$ cat src/rtl/vga_tty_writer.sv
// rtl/vga_tty_writer.sv - byte-stream 80x25 text terminal writer feeding video/attribute RAM
// Optional VGA_TTY_COLOR_EN: ESC <attr> sets the attribute used for printable writes.
module vga_tty_writer #(
  parameter int         COLS         = 80,
  parameter int         ROWS         = 25,
  parameter int         ADR_W        = 11,
  parameter logic [7:0] BLANK_CHAR   = 8'h20,
  parameter logic [7:0] DEFAULT_ATTR = 8'h07
) (
  input  logic             i_clk,
  input  logic             i_rst_n,
  input  logic [7:0]       i_data,
  input  logic             i_valid,
  output logic             o_ready,
  output logic [ADR_W-1:0] o_vram_adr,
  output logic [7:0]       o_vram_data,
  output logic [7:0]       o_cram_data,
  output logic             o_vram_we,
  output logic [ADR_W-1:0] o_cursor_adr,
  output logic             o_cursor_on,
  output logic             o_busy
);

  localparam int COL_W = (COLS > 1) ? $clog2(COLS) : 1;
  localparam int ROW_W = (ROWS > 1) ? $clog2(ROWS) : 1;
  localparam logic [COL_W-1:0] LAST_COL     = COL_W'(COLS - 1);
  localparam logic [ROW_W-1:0] LAST_ROW     = ROW_W'(ROWS - 1);
  localparam logic [ADR_W-1:0] LAST_CELL    = ADR_W'(COLS * ROWS - 1);
  localparam logic [ADR_W-1:0] LAST_ROW0    = ADR_W'(COLS - 1);
  localparam logic [ADR_W-1:0] ROW_STRIDE   = ADR_W'(COLS);

  localparam logic [7:0] CH_BS  = 8'h08;
  localparam logic [7:0] CH_LF  = 8'h0A;
  localparam logic [7:0] CH_FF  = 8'h0C;
  localparam logic [7:0] CH_CR  = 8'h0D;
  localparam logic [7:0] CH_ESC = 8'h1B;

  typedef enum logic [2:0] {
    S_RST,
    S_CLR_ALL,
    S_IDLE,
    S_WRITE,
    S_CTRL,
    S_CLR_ROW
`ifdef VGA_TTY_COLOR_EN
    , S_ESC_ATTR
`endif
  } state_t;

  state_t           state, state_next;
  logic [ADR_W-1:0] cur_adr;
  logic [COL_W-1:0] col;
  logic [ROW_W-1:0] row;
  logic [7:0]       byte_q;
  logic [ADR_W-1:0] clr_adr;
  logic [7:0]       attr;

`ifdef VGA_TTY_COLOR_EN
  logic esc_pend;

  always_ff @(posedge i_clk) begin
    if (!i_rst_n) begin
      attr     <= DEFAULT_ATTR;
      esc_pend <= 1'b0;
    end else if (state == S_CTRL && byte_q == CH_ESC) begin
      esc_pend <= 1'b1;
    end else if (state == S_ESC_ATTR) begin
      attr     <= byte_q;
      esc_pend <= 1'b0;
    end
  end
`else
  assign attr = DEFAULT_ATTR;
`endif

  assign o_cursor_adr = cur_adr;

  always_ff @(posedge i_clk) begin
    if (!i_rst_n) state <= S_RST;
    else          state <= state_next;
  end

  always_comb begin
    state_next  = state;
    o_ready     = 1'b0;
    o_vram_we   = 1'b0;
    o_vram_adr  = '0;
    o_vram_data = 8'h00;
    o_cram_data = DEFAULT_ATTR;
    o_busy      = 1'b0;
    o_cursor_on = 1'b1;
    case (state)
      S_RST: begin
        o_busy      = 1'b1;
        o_cursor_on = 1'b0;
        state_next  = S_CLR_ALL;
      end
      S_CLR_ALL: begin
        o_busy      = 1'b1;
        o_cursor_on = 1'b0;
        o_vram_we   = 1'b1;
        o_vram_adr  = clr_adr;
        o_vram_data = BLANK_CHAR;
        if (clr_adr == LAST_CELL) state_next = S_IDLE;
      end
      S_CLR_ROW: begin
        o_busy      = 1'b1;
        o_cursor_on = 1'b0;
        o_vram_we   = 1'b1;
        o_vram_adr  = clr_adr;
        o_vram_data = BLANK_CHAR;
        if (clr_adr == LAST_ROW0) state_next = S_IDLE;
      end
      S_IDLE: begin
        o_ready = 1'b1;
        if (i_valid) begin
          if (i_data >= 8'h20)      state_next = S_WRITE;
          else if (i_data == CH_FF) state_next = S_CLR_ALL;
          else                      state_next = S_CTRL;
`ifdef VGA_TTY_COLOR_EN
          if (esc_pend) state_next = S_ESC_ATTR;
`endif
        end
      end
      S_WRITE: begin
        o_vram_we   = 1'b1;
        o_vram_adr  = cur_adr;
        o_vram_data = byte_q;
        o_cram_data = attr;
        if (col == LAST_COL && row == LAST_ROW) state_next = S_CLR_ROW;
        else                                    state_next = S_IDLE;
      end
      S_CTRL: begin
        if (byte_q == CH_LF && row == LAST_ROW) state_next = S_CLR_ROW;
        else                                    state_next = S_IDLE;
      end
`ifdef VGA_TTY_COLOR_EN
      S_ESC_ATTR: state_next = S_IDLE;
`endif
      default: state_next = S_RST;
    endcase
  end

  // Cursor is tracked both linearly and as col/row so wraps never need a multiply.
  always_ff @(posedge i_clk) begin
    if (!i_rst_n) begin
      cur_adr <= '0;
      col     <= '0;
      row     <= '0;
      byte_q  <= 8'h00;
      clr_adr <= '0;
    end else begin
      case (state)
        S_RST: clr_adr <= '0;
        S_CLR_ALL: begin
          clr_adr <= clr_adr + 1'b1;
          cur_adr <= '0;
          col     <= '0;
          row     <= '0;
        end
        S_CLR_ROW: clr_adr <= clr_adr + 1'b1;
        S_IDLE: begin
          clr_adr <= '0;
          if (i_valid) byte_q <= i_data;
        end
        S_WRITE: begin
          if (col == LAST_COL) begin
            col <= '0;
            if (row == LAST_ROW) begin
              row     <= '0;
              cur_adr <= '0;
            end else begin
              row     <= row + 1'b1;
              cur_adr <= cur_adr + 1'b1;
            end
          end else begin
            col     <= col + 1'b1;
            cur_adr <= cur_adr + 1'b1;
          end
        end
        S_CTRL: begin
          case (byte_q)
            CH_CR: begin
              cur_adr <= cur_adr - ADR_W'(col);
              col     <= '0;
            end
            CH_LF: begin
              if (row == LAST_ROW) begin
                row     <= '0;
                cur_adr <= ADR_W'(col);
              end else begin
                row     <= row + 1'b1;
                cur_adr <= cur_adr + ROW_STRIDE;
              end
            end
            CH_BS: begin
              if (col != '0) begin
                col     <= col - 1'b1;
                cur_adr <= cur_adr - 1'b1;
              end
            end
            default: ;
          endcase
        end
        default: ;
      endcase
    end
  end

endmodule

$ cat config.mk
export PLATFORM = sky130hd
export DESIGN_NAME = vga_tty_writer
export DESIGN_NICKNAME = d
export VERILOG_FILES = /design/src/rtl/vga_tty_writer.sv
export SDC_FILE = /design/constraint.sdc
export NUM_CORES = 1
export LEC_CHECK = 0
export BUFFER_PORTS_ARGS = -buffer_cell sky130_fd_sc_hd__buf_2
export CAP_MARGIN = 40
export CORE_MARGIN = 4
export CORE_UTILIZATION = 47
export CTS_CLUSTER_DIAMETER = 80
export CTS_CLUSTER_SIZE = 16
export DETAILED_ROUTE_END_ITERATION = 12
export PLACE_DENSITY_LB_ADDON = 0.2
export SYNTH_ARGS = -nofsm -noshare
export SYNTH_HDL_FRONTEND = slang
export SYNTH_SLANG_ARGS = --single-unit
$ cat constraint.sdc
create_clock -name i_clk -period 5.55 [get_ports i_clk]
set_input_delay 1.11 -clock i_clk [delete_from_list [all_inputs] [get_ports i_clk]]
set_output_delay 1.11 -clock i_clk [all_outputs]
set_load 0.01 [all_outputs]
Word level (Yosys, flattened, before mapping). Cells that the tools add are included.

Latch bits: 0. Memories kept: 0. Bits of input ports: 11. Bits in writable memories: 0. Memory bits (read-only): 0. Flip-flop bits (word level): 45.

$add $sub $neg: 8. Order comparisons: 1. Equal/unequal tests: 21. Mux-type cells: 29. Div/mod/pow operators: 0. Multipliers: 0. Bitwise operators: 0. Reduce and logical (&&, ||, !) cells: 15. Shift-type cells: 0.

Operators by type and width (count): 11-bit case mux with 3 select lines (2); 11-bit 2-to-1 mux (4); 11-bit case mux with 2 select lines (2); 8-bit by 4-bit equality test with 1-bit output (second input constant) (4); 11-bit by 1-bit adder with 11-bit output (second input constant) (2); 3-bit 2-to-1 mux (7); 7-bit case mux with 3 select lines (1); 3-bit case mux with 6 select lines (1); 8-bit case mux with 2 select lines (1); 5-bit 2-to-1 mux (3); 5-bit case mux with 3 select lines (1); 7-bit 2-to-1 mux (2); 7-bit case mux with 2 select lines (1); 3-bit AND reduction (4); 11-bit by 7-bit adder with 11-bit output (second input constant) (1); 11-bit equality test (second input constant) (1); 11-bit by 7-bit equality test with 1-bit output (second input constant) (1); 11-bit by 1-bit subtractor with 11-bit output (second input constant) (1); 11-bit by 7-bit subtractor with 11-bit output (1); 2-bit inequality test (second input constant) (5); 8-bit by 6-bit greater-or-equal comparator with 1-bit output (second input constant) (1); 7-bit by 1-bit adder with 7-bit output (second input constant) (1); 7-bit equality test (second input constant) (1); 7-bit nonzero test (1); 17 further kinds (25).

Longest topological paths before layout. Gate-level depths: netlist of run 1.

Depth in word-level cells: 5. Mapped depth: 12. Depth with buffers taken out: 11.

Worst setup path before layout of run 1. Ideal clock, no wire load.

Path kind: reg2reg. Start point: reg byte_q[4]. End point: reg cur_adr[10], in the netlist o_cursor_adr[10]. Required time: 5423 ps. Cell stages (with the launch flop): 13. Setup time: 127 ps. Setup slack: 2553 ps. Arrival: 2870 ps. Path buffers: 1. Path through: dfxtp_1 or4b_4 or3_2 clkbuf_1 nand2_1 inv_1 fa_1 nor2b_1 o31a_1 o21ai_0 a311o_1 o21ai_0 o21ai_0.

Longest elaborated chain between the ends: 3. Elaborated cells between the ends (all ways): 8. Those cells by class: eq/ne (5); mux (2); reduce/logical (1).

Ends and longest elaborated chain: start: declaration (RTL line 54) `logic [7:0] byte_q;`; start signal: assignment (RTL line 164) `if (i_valid) byte_q <= i_data;`; 8-bit by 4-bit equality test with 1-bit output (RTL line 182) `case (byte_q)`; 11-bit case mux with 3 select lines, or another cell as far along (RTL line 182); 11-bit case mux with 3 select lines / 3-bit AND reduction (equally long branches); end signal: assignment (RTL line 184) `cur_adr <= cur_adr - ADR_W'(col);`; end signal: assignment (RTL line 190) `cur_adr <= ADR_W'(col);`; end signal: assignment (RTL line 193) `cur_adr <= cur_adr + ROW_STRIDE;`; end: declaration (RTL line 51) `logic [ADR_W-1:0] cur_adr;`.

Parallel ways exist; a longest one is shown, timed or not. A chain may end at the register's enable or synchronous reset.

Final worst setup path of run 1.
Start point: reg state[0]. End point: out o_vram_data[4].

Longest elaborated chain between the ends: 3. Elaborated cells between the ends (all ways): 5. Those cells by class: eq/ne (3); mux (1); reduce/logical (1).

Ends and longest elaborated chain: start: declaration (RTL line 50) `state_t state, state_next;`; start signal: assignment (RTL line 80) `else state <= state_next;`; 3-bit equality test / 3-bit by 1-bit equality test with 1-bit output (equally long branches) (RTL line 92) `case (state)`; 2-bit OR reduction (no source line); 8-bit case mux with 2 select lines (*) (RTL line 92); end: declaration (RTL line 16) `output logic [7:0] o_vram_data,`.

Mark *: on every way between the ends. The rest lies on a longest branch, timed or not.

==> results.toml, run 1 <==
[run_status]
outcome = "finished clean"

[place]
port_buffers = 44
dp.cells = 619
pre_cts_ws_ns = 2.41
dpl.hpwl_mm = 7.65
place_area_sq_um = 3860
routabilityCongestion = 0.861

[grt]
grt_usage = 0.215
grt_overflow_total = 0
antenna_found_initial = 0
grt_pass1_wl_mm = 17.1
grt_pass1_vias = 3495
grt_max_degree = 26

[power]
peakVddDrop_mv = 0.139
power.density_nw_per_um2 = 214
p_leak_nw = 1.56

[floorplan]
chipWidth_um = 96.7
io_pins = 53
initial_core_util = 0.481
die_y_um = 96.7
coreArea_sq_um = 7690
dieArea_sq_um = 9360
rows = 32

[timing]
slew_headroom = 0.496
worstMarginPinSlew_ns = 0.750
rsz0062_at_grt = "no"
setup_tns_ns = 0
min_period_over_period = 0.583
clock.fmax_mhz = 309
skew_ns = 0.00550
setup_ws_ns = 2.31
hold_viol = 0
setup_viol_count_final = 0
slew_violations = 0
fin_crit_ns = 3.24

[critical_path]
path_class = "flip-flop to primary output"
cp-end-kind = "primary output"
reg2reg_slack_ns = 2.35
worstSetupStartpointType = "flip-flop"
cp_max_fo = 18
worst-endpoint-arrival_ns = 2.13
cp.required_ns = 4.44

[clocking]
cts_hold_buf = 0
cts_tree = "built"
cts_setup_buffers = 0
insertion_delay_ns = 0.31
htree_num_levels = 2
cts.sinks = 45
cts.clk_slew.worst_paths_ns = 0.09
cts_resized = 0
numCtsBuffers = 5
cts_buffer_depth = 2
root_buffer = "clkbuf_8"

[yosys]
synthCells = 503
postSynthAreaPerCell_sq_um = 7.36
ys_warn_count = 0
yosysSeqAreaShare = 0.243
synth_flop_cell = "dfxtp_1"
synth_area_sq_um = 3700
synth.distinct_cells = 77
ys_ff_latch = 45
async_reset_ff_frac = 0
synth_edf_count = 0

[route]
wl_per_cell_um = 16.5
drc = 0
drt-initial-drc-count = 254
firstDrtPassIters = 5
vias = 3803
ant_nets = 0
drt_wl_total_mm = 10.4
vias_per_cell = 6.07

[layout]
syn_to_final_growth_pct = 8.08
final_nets = 552
n_fill_cell = 795
fin_area_sq_um = 4000
fin_cells = 627
final_cell_mix = "71 x nand2_1, 45 x dfxtp_1, 44 x nor2_1, 44 x buf_2, 34 x a21oi_1"
drive_gt1_frac = 0.139
final_common_cell = "nand2_1"
antenna_cells = 0

[hold_path]
min_path_type = "flip-flop to flip-flop"

[job]
cap_violations = 0
## synthesized netlist by cell type (3+ instances only)
cell type   n  area [sq um]
a211oi_1    4          30.0
a21o_1      4          30.0
a21oi_1    34           170
a22o_1      5          43.8
a22oi_1     3          22.5
a31oi_1     8          50.1
and2_1      7          43.8
and3_1     13          81.3
buf_2       6          30.0
buf_4       9          67.6
buf_6       3          33.8
clkbuf_1   16          60.1
dfxtp_1    45           901
ha_1       16           200
inv_1      16          60.1
nand2_1    71           267
nand2b_1    5          31.3
nand3_1    15          75.1
nand3b_1    6          45.0
nand4_1    10          62.6
nand4b_1    3          26.3
nor2_1     44           165
nor2b_1     3          18.8
nor3_1      9          45.0
nor4_1      4          25.0
o211ai_1    9          67.6
o21a_1      8          60.1
o21ai_0    33           165
o221ai_1    4          35.0
o2bb2ai_1   4          35.0
o31a_1      6          52.6
o31ai_1     4          30.0
or2_2       5          31.3
or3_1       4          25.0
xnor2_1     6          52.6
xor2_1      9          78.8
## metrics by stage
step / hold WS, ns / total power, W / util
6_report: 0.499 / 0.000854 / 0.520
5_1_grt: 0.561 / 0.000897 / 0.520
3_5_place_dp: 0.486 / 0.000557 / 0.503
4_1_cts: 0.501 / 0.000858 / 0.520
2_1_floorplan: 0.458 / 0.000512 / -
3_3_place_gp: 0.484 / 0.000554 / 0.501
## worst paths after layout
| path | start | end | depth (start not counted) |
|---|---|---|---|
| setup / recovery | state[0] | o_vram_data[4] | 4 |
| hold / removal | byte_q[3] | byte_q[3] | 2 |
| hold reg to reg | byte_q[3] | byte_q[3] | 2 |
| setup reg to reg | byte_q[5] | o_cursor_adr[10] | 11 |
## state kept, by name, indices dropped and copies added, names as in the netlist
signal        count
state             3
col               7
clr_adr          11
o_cursor_adr     11
row               5
byte_q            8
## critical path, stage by stage (launching register included)
cell      delay, ns
dfxtp_1        0.52
nand2b_1       0.27
nor2_2         0.63
and2_2         0.26
buf_2          0.13
## logic make-up after synthesis
| group | synth area share |
|---|---|
| flip-flops | 0.243 |
| buffers and inverters | 0.0808 |
| AND/OR/NAND/NOR | 0.301 |
| AO/OA/AOI/OAI | 0.275 |
| other | 0.00203 |
| adder cells (fa/ha/maj) | 0.0595 |
| multiplexers | 0.00271 |
| XOR/XNOR | 0.0355 |
## per-layer routing
layer | share of wire | GRT usage | wire, um
met5 | 0 | 0 | 0
met3 | 0.049 | 0.0332 | 511
met1 | 0.46 | 0.287 | 4740
met4 | 0.0082 | 0.0562 | 85
met2 | 0.49 | 0.361 | 5020
## layout make-up
class	count	area [sq um]	area share
Inverter	17	63.8	0.0160
Timing Repair Buffer	47	250	0.0626
Clock inverter	3	65.1	0.0163
Tap cell	102	128	0.0319
Multi-Input combinational cell	408	2520	0.631
Clock buffer	5	68.8	0.0172
Sequential cell	45	901	0.225
## where the power goes
part / internal [W] / leakage, nW / switching, W
registers: 0.000332 / 0.364 / 0.0000182
clock network: 0.000179 / 0.0681 / 0.000123
logic: 0.0000726 / 1.12 / 0.000130
Power figures use the tool's default switching activity.
==> run 2, diff against run 1 <==
--- a/config.mk
+++ b/config.mk
@@ -5,6 +5,7 @@
 export SDC_FILE = /design/constraint.sdc
 export NUM_CORES = 1
 export LEC_CHECK = 0
+export ABC_AREA = 1
 export BUFFER_PORTS_ARGS = -buffer_cell sky130_fd_sc_hd__buf_2
 export CAP_MARGIN = 40
 export CORE_MARGIN = 4
==> constraint.sdc (replaced) <==
create_clock -name i_clk -period 3.1 [get_ports i_clk]
set_input_delay 0.62 -clock i_clk [delete_from_list [all_inputs] [get_ports i_clk]]
set_output_delay 0.62 -clock i_clk [all_outputs]
set_load 0.01 [all_outputs]
==> results.toml, run 2 <==
[run_status]
outcome = "finished clean"

[critical_path]
reg2reg_slack_ns = 0.60
cp.required_ns = 3.30
r2r-start = "byte_q[4]"
path_class = "flip-flop to flip-flop"
crit_path_max_incr_delay_ns = 0.40
cp-end-kind = "flip-flop"
r2r-end = "o_cursor_adr[8]"
cp_max_fo = 7
crit_top_cell = "nand2_1"
crit_slowest_cell = "fa_1"
worstPathCellList = "nor2_1 -> nand2_1 -> nor3_4 -> inv_2 -> nand2_1 -> ha_1 -> fa_1 -> inv_1 -> nand2_1 -> nand3_1 -> nand3_1 -> nand2_1 -> nand2_1 -> nand3_1 -> nand3_1 -> nand2_1 -> a21oi_1"
reg2regPathDepth = 17
worst-endpoint-arrival_ns = 2.70
worstSetupStartpointType = "flip-flop"

[layout]
utilization = 0.533
final_nets = 702
n_fill_cell = 823
final_common_cell = "nand2_1"
multiInputGateArea_sq_um = 2450
final_cell_mix = "172 x nand2_1, 73 x inv_1, 68 x nor2_1"
regArea_sq_um = 901
syn_to_final_growth_pct = 9.53
antenna_cells = 0
fin_cells = 777
drive_gt1_frac = 0.120

[timing]
rsz0062_at_grt = "no"
setup_ws_ns = 0.600
hold_viol = 0
slew_violations = 0
min_period_over_period = 0.807
skew_ns = 0.00808
clock.fmax_mhz = 400
hold_slack_ns = 0.485
setup_tns_ns = 0
fin_crit_ns = 2.50
setup_viol_count_final = 0
slew_headroom = 0.669
worstMarginPinSlew_ns = 0.494

[yosys]
synth_top_area_frac = 0.238
synth.distinct_cells = 38
ys_ff_latch = 45
synth_commonest_cells = "172 x nand2_1, 73 x inv_1, 68 x nor2_1, 54 x nand3_1, 50 x a21oi_1"
synthCells = 637
synth_edf_count = 0
ys_top_cells_by_area = "dfxtp_1 24%, nand2_1 17%, inv_1 7.2%"
synth_flop_cell = "dfxtp_1"
postSynthAreaPerCell_sq_um = 5.94
ys_warn_count = 0
synth_area_sq_um = 3780
yosysSeqAreaShare = 0.238
yosysTopAreaCell = "dfxtp_1"
async_reset_ff_frac = 0
yosysMostFrequentCell = "nand2_1"

[clocking]
cts.clk_slew.worst_paths_ns = 0.09
cts_resized = 0
insertion_delay_ns = 0.31
cts_buffer_depth = 2
numCtsBuffers = 5
cts_hold_buf = 0
cts.sinks = 45
root_buffer = "clkbuf_8"
cts_setup_buffers = 0
cts_tree = "built"
htree_num_levels = 2

[power]
combPwrFrac = 0.523
power.density_nw_per_um2 = 549
peakVddDrop_mv = 0.384
p_switching_w = 0.00110
switching_share = 0.483
power_frac_clock = 0.167
p_seq_frac = 0.310
p_leak_nw = 1.87
intPower_w = 0.00118

[route]
wl_per_cell_um = 13.8
ant_nets = 0
drt_wl_total_mm = 10.7
drc = 0
firstDrtPassIters = 5
vias_per_cell = 5.44
drt-initial-drc-count = 275
vias = 4227

[grt]
grt_overflow_total = 0
grt_pass1_wl_mm = 17.8
grt_max_degree = 25
grt_usage = 0.220
antenna_found_initial = 0
grt_pass1_vias = 3777

[job]
cap_violations = 0

[hold_path]
min_to = "byte_q[6]"
worstHoldStart = "byte_q[6]"
whs_path_depth = 2
min_path_type = "flip-flop to flip-flop"

[floorplan]
die_y_um = 97.7
io_pins = 53
dieArea_sq_um = 9540
coreArea_sq_um = 7770
rows = 32
chipWidth_um = 97.7
initial_core_util = 0.487

[place]
pre_cts_ws_ns = 0.638
port_buffers = 44
routabilityCongestion = 0.906
dpl.hpwl_mm = 8.27
dp.cells = 769
## run 2: cell count changes in the layout (fill, tap and decap cells not counted), sizes merged, moves of 7 or more
| cell | delta |
|---|---|
| inv | +68 |
| nand2 | +101 |
| and2 | -8 |
| nand3 | +44 |
| o22ai | +11 |
| nor2 | +27 |
| o21a | -7 |
| a21oi | +16 |
| and3 | -13 |
## run 2: worst max path at each step
stage / end / start / depth (start not counted) / slack (ns)
floorplan: o_cursor_adr[8] / byte_q[7] / 17 / 1.02
global placement: o_cursor_adr[8] / byte_q[2] / 17 / 0.66
detailed placement: o_cursor_adr[8] / byte_q[7] / 17 / 0.64
finish: o_cursor_adr[8] / byte_q[4] / 17 / 0.60
global route: o_cursor_adr[8] / byte_q[4] / 17 / 0.34
CTS: o_cursor_adr[8] / byte_q[7] / 17 / 0.59
## run 2: area by class of cell
class                           count  area share
Sequential cell                    45       0.218
Clock inverter                      2     0.00363
Clock buffer                        6      0.0175
Multi-Input combinational cell    488       0.592
Inverter                           86      0.0779
Tap cell                          102      0.0308
Timing Repair Buffer               48      0.0604
## run 2: logic make-up (layout without fill, tap and decap cells)
kind of cell / Yosys count / count (layout) / share of synthesized area
and+or+nand+nor: 341 / 341 / 0.399
other: 2 / 8 / 0.00199
xor gates and xnor gates: 12 / 12 / 0.0278
DFF: 45 / 45 / 0.238
buffers and inverters: 110 / 142 / 0.119
AOI/OAI and AO/OA: 110 / 110 / 0.156
adders and majority gates: 17 / 17 / 0.0582
## run 2: worst max-delay path, delay by kind of cell (launching register included)
family | cells | cell delay, ns
buffers and inverters | 2 | 0.27
AND/OR/NAND/NOR | 12 | 1.08
AO/OA/AOI/OAI | 1 | 0.05
adder cells (fa/ha/maj) | 2 | 0.65
flip-flops | 1 | 0.35
## run 2: layer usage
layer / routed length [um] / global-route usage
met4: 176 / 0.0564
met3: 737 / 0.0323
met5: 0 / 0
met1: 4920 / 0.306
met2: 4890 / 0.355
## run 2: power groups by stage
stage | Clock (W) | Sequential (W) | Combinational, W
2_1_floorplan | 0 | 0.000695 | 0.000916
3_3_place_gp | 0 | 0.000716 | 0.00115
3_5_place_dp | 0 | 0.000719 | 0.00117
4_1_cts | 0.000385 | 0.000705 | 0.00118
5_1_grt | 0.000404 | 0.000718 | 0.00134
6_report | 0.000379 | 0.000706 | 0.00119
## run 2: per-stage QoR
step                      instance area (sq um)  power [W]
after floorplan                            3800    0.00161
after global placement                     4050    0.00187
after detailed placement                   4050    0.00189
after CTS                                  4140    0.00227
after global routing                       4140    0.00247
final                                      4140    0.00227
==> run 3, diff against run 2 <==
--- a/config.mk
+++ b/config.mk
@@ -5,7 +5,7 @@
 export SDC_FILE = /design/constraint.sdc
 export NUM_CORES = 1
 export LEC_CHECK = 0
-export ABC_AREA = 1
+export ABC_AREA = 0
 export BUFFER_PORTS_ARGS = -buffer_cell sky130_fd_sc_hd__buf_2
 export CAP_MARGIN = 40
 export CORE_MARGIN = 4
==> constraint.sdc (replaced) <==
create_clock -name i_clk -period 2.3 [get_ports i_clk]
set_input_delay 0.46 -clock i_clk [delete_from_list [all_inputs] [get_ports i_clk]]
set_output_delay 0.46 -clock i_clk [all_outputs]
set_load 0.01 [all_outputs]
==> results.toml, run 3 (synthesis results as in run 1) <==
[power]
peakVddDrop_mv = 0.272
power_w = 0.00202
p_leak_nw = 1.84
power.density_nw_per_um2 = 447

[timing]
hold_viol = 0
slew_violations = 0
clock.fmax_mhz = 360
rsz0062_at_grt = "yes"
setup_viol_count_final = 10
worstMarginPinSlew_ns = 0.608
skew_ns = 0.0153
slew_headroom = 0.589
setup_ws_ns = -0.477
min_period_over_period = 1.21
fin_crit_ns = 2.78

[critical_path]
cp.required_ns = 2.51
crit_path_max_incr_delay_ns = 0.53
path_class = "flip-flop to flip-flop"
cp_max_fo = 7
crit_slowest_cell = "or4b_4"
cp-end-kind = "flip-flop"
worst-endpoint-arrival_ns = 2.99
worstSetupStartpointType = "flip-flop"
worstPathCellList = "or4b_4 -> or3_4 -> nand2_2 -> ha_4 -> fa_2 -> nor2b_4 -> o21a_1 -> o211ai_1 -> nand2_1 -> o31a_1 -> o31ai_1"

[place]
dpl.hpwl_mm = 8.71
port_buffers = 44
routabilityCongestion = 0.926

[grt]
grt_usage = 0.237
grt_pass1_vias = 3738
grt_max_degree = 25
grt_pass1_wl_mm = 18.7
antenna_found_initial = 0
grt_overflow_total = 0

[floorplan]
coreArea_sq_um = 7690
dieArea_sq_um = 9360
initial_core_util = 0.481
chipWidth_um = 96.7
io_pins = 53
rows = 32
die_y_um = 96.7

[clocking]
cts_buffer_depth = 2
cts.clk_slew.worst_paths_ns = 0.10
cts_tree = "built"
cts.sinks = 45
root_buffer = "clkbuf_8"
insertion_delay_ns = 0.31
htree_num_levels = 2
cts_hold_buf = 0
numCtsBuffers = 5

[route]
top_layer = "met4"
vias = 4162
vias_per_cell = 6.08
drc = 0
dr_wl_met2_mm = 5.61
firstDrtPassIters = 6
ant_nets = 0
drt-initial-drc-count = 415
drt_wl_total_mm = 11.4
wl_met1_mm = 4.99
wl_per_cell_um = 16.7
dr_wl_met3_um = 701

[layout]
syn_to_final_growth_pct = 22.1
final_nets = 609
utilization = 0.588
antenna_cells = 0
n_fill_cell = 740
drive_gt1_frac = 0.259
final_common_cell = "nand2_1"
final_cell_mix = "68 x nand2_1, 59 x buf_4, 44 x nor2_1, 44 x dfxtp_1, 44 x buf_2"

[run_status]
violations = "negative setup slack"
outcome = "finished with violations"

[hold_path]
min_path_type = "input port to flip-flop"

[job]
cap_violations = 0
## run 3: changes by cell type in the layout (fill, tap and decap cells not counted), sizes merged, moves of 11 or more
cell and delta:
o22ai -11, inv -67, nand3 -44, nand2 -101, buf +56, a21oi -16
and3 +13, nor2 -27
## run 3: layout make-up
type	instances	area, sq um	share of cell area
clock buffers	6	82.6	0.0183
clock inverters	2	16.3	0.00360
inverters	17	63.8	0.0141
multi-input cells	408	2650	0.587
flip-flops and latches	45	902	0.200
well taps	102	128	0.0283
repair buffers	104	674	0.149
## run 3: critical path, delay by kind of cell, from the launching register on
kind	cells	cell delay [ns]
flip-flops	1	0.33
adder cells (fa/ha/maj)	2	0.36
AND/OR/NAND/NOR	5	1.18
AO/OA/AOI/OAI	4	0.82
## run 3: through the flow
step                worst slack [ns]  instance area [sq um]  std cells  hold slack [ns]  TNS [ns]
detailed placement            -0.469                   4320        673            0.536     -3.18
CTS                           -0.461                   4460        683            0.398     -3.32
global route                  -0.610                   4520        684            0.401     -4.64
global placement              -0.429                   4320        673            0.519     -2.81
finish                        -0.477                   4520        684            0.401     -3.64
floorplan                     -0.441                   3790        509            0.455     -2.84
## run 3: report_power, final
part / internal [W] / switching, W
Clock: 0.000248 / 0.000302
Sequential: 0.000801 / 0.0000179
Combinational: 0.000272 / 0.000379
Total: 0.00132 / 0.000699
## run 3: path summary, 6_finish.rpt
kind | from | to | slack (ns) | cells past startpoint
worst max-delay path | byte_q[6] | o_cursor_adr[4] | -0.48 | 11
worst min register to register | clr_adr[8] | clr_adr[8] | 0.56 | 2
worst min-delay path | i_data[1] | byte_q[1] | 0.40 | 3
worst max register to register | byte_q[6] | o_cursor_adr[4] | -0.48 | 11
## run 3: routing by layer
layer  track usage  vias up
li1              -     1972
met1         0.324     1995
met2         0.407      177
met3        0.0274       18
met4        0.0367        0
met5             0        -
## run 3: timing repair
action | in CTS | in global routing
buffers inserted | 2 | 1
resized for setup | 7 | 13
pin swaps | 8 | 9
setup endpoints to repair | 10 | 17
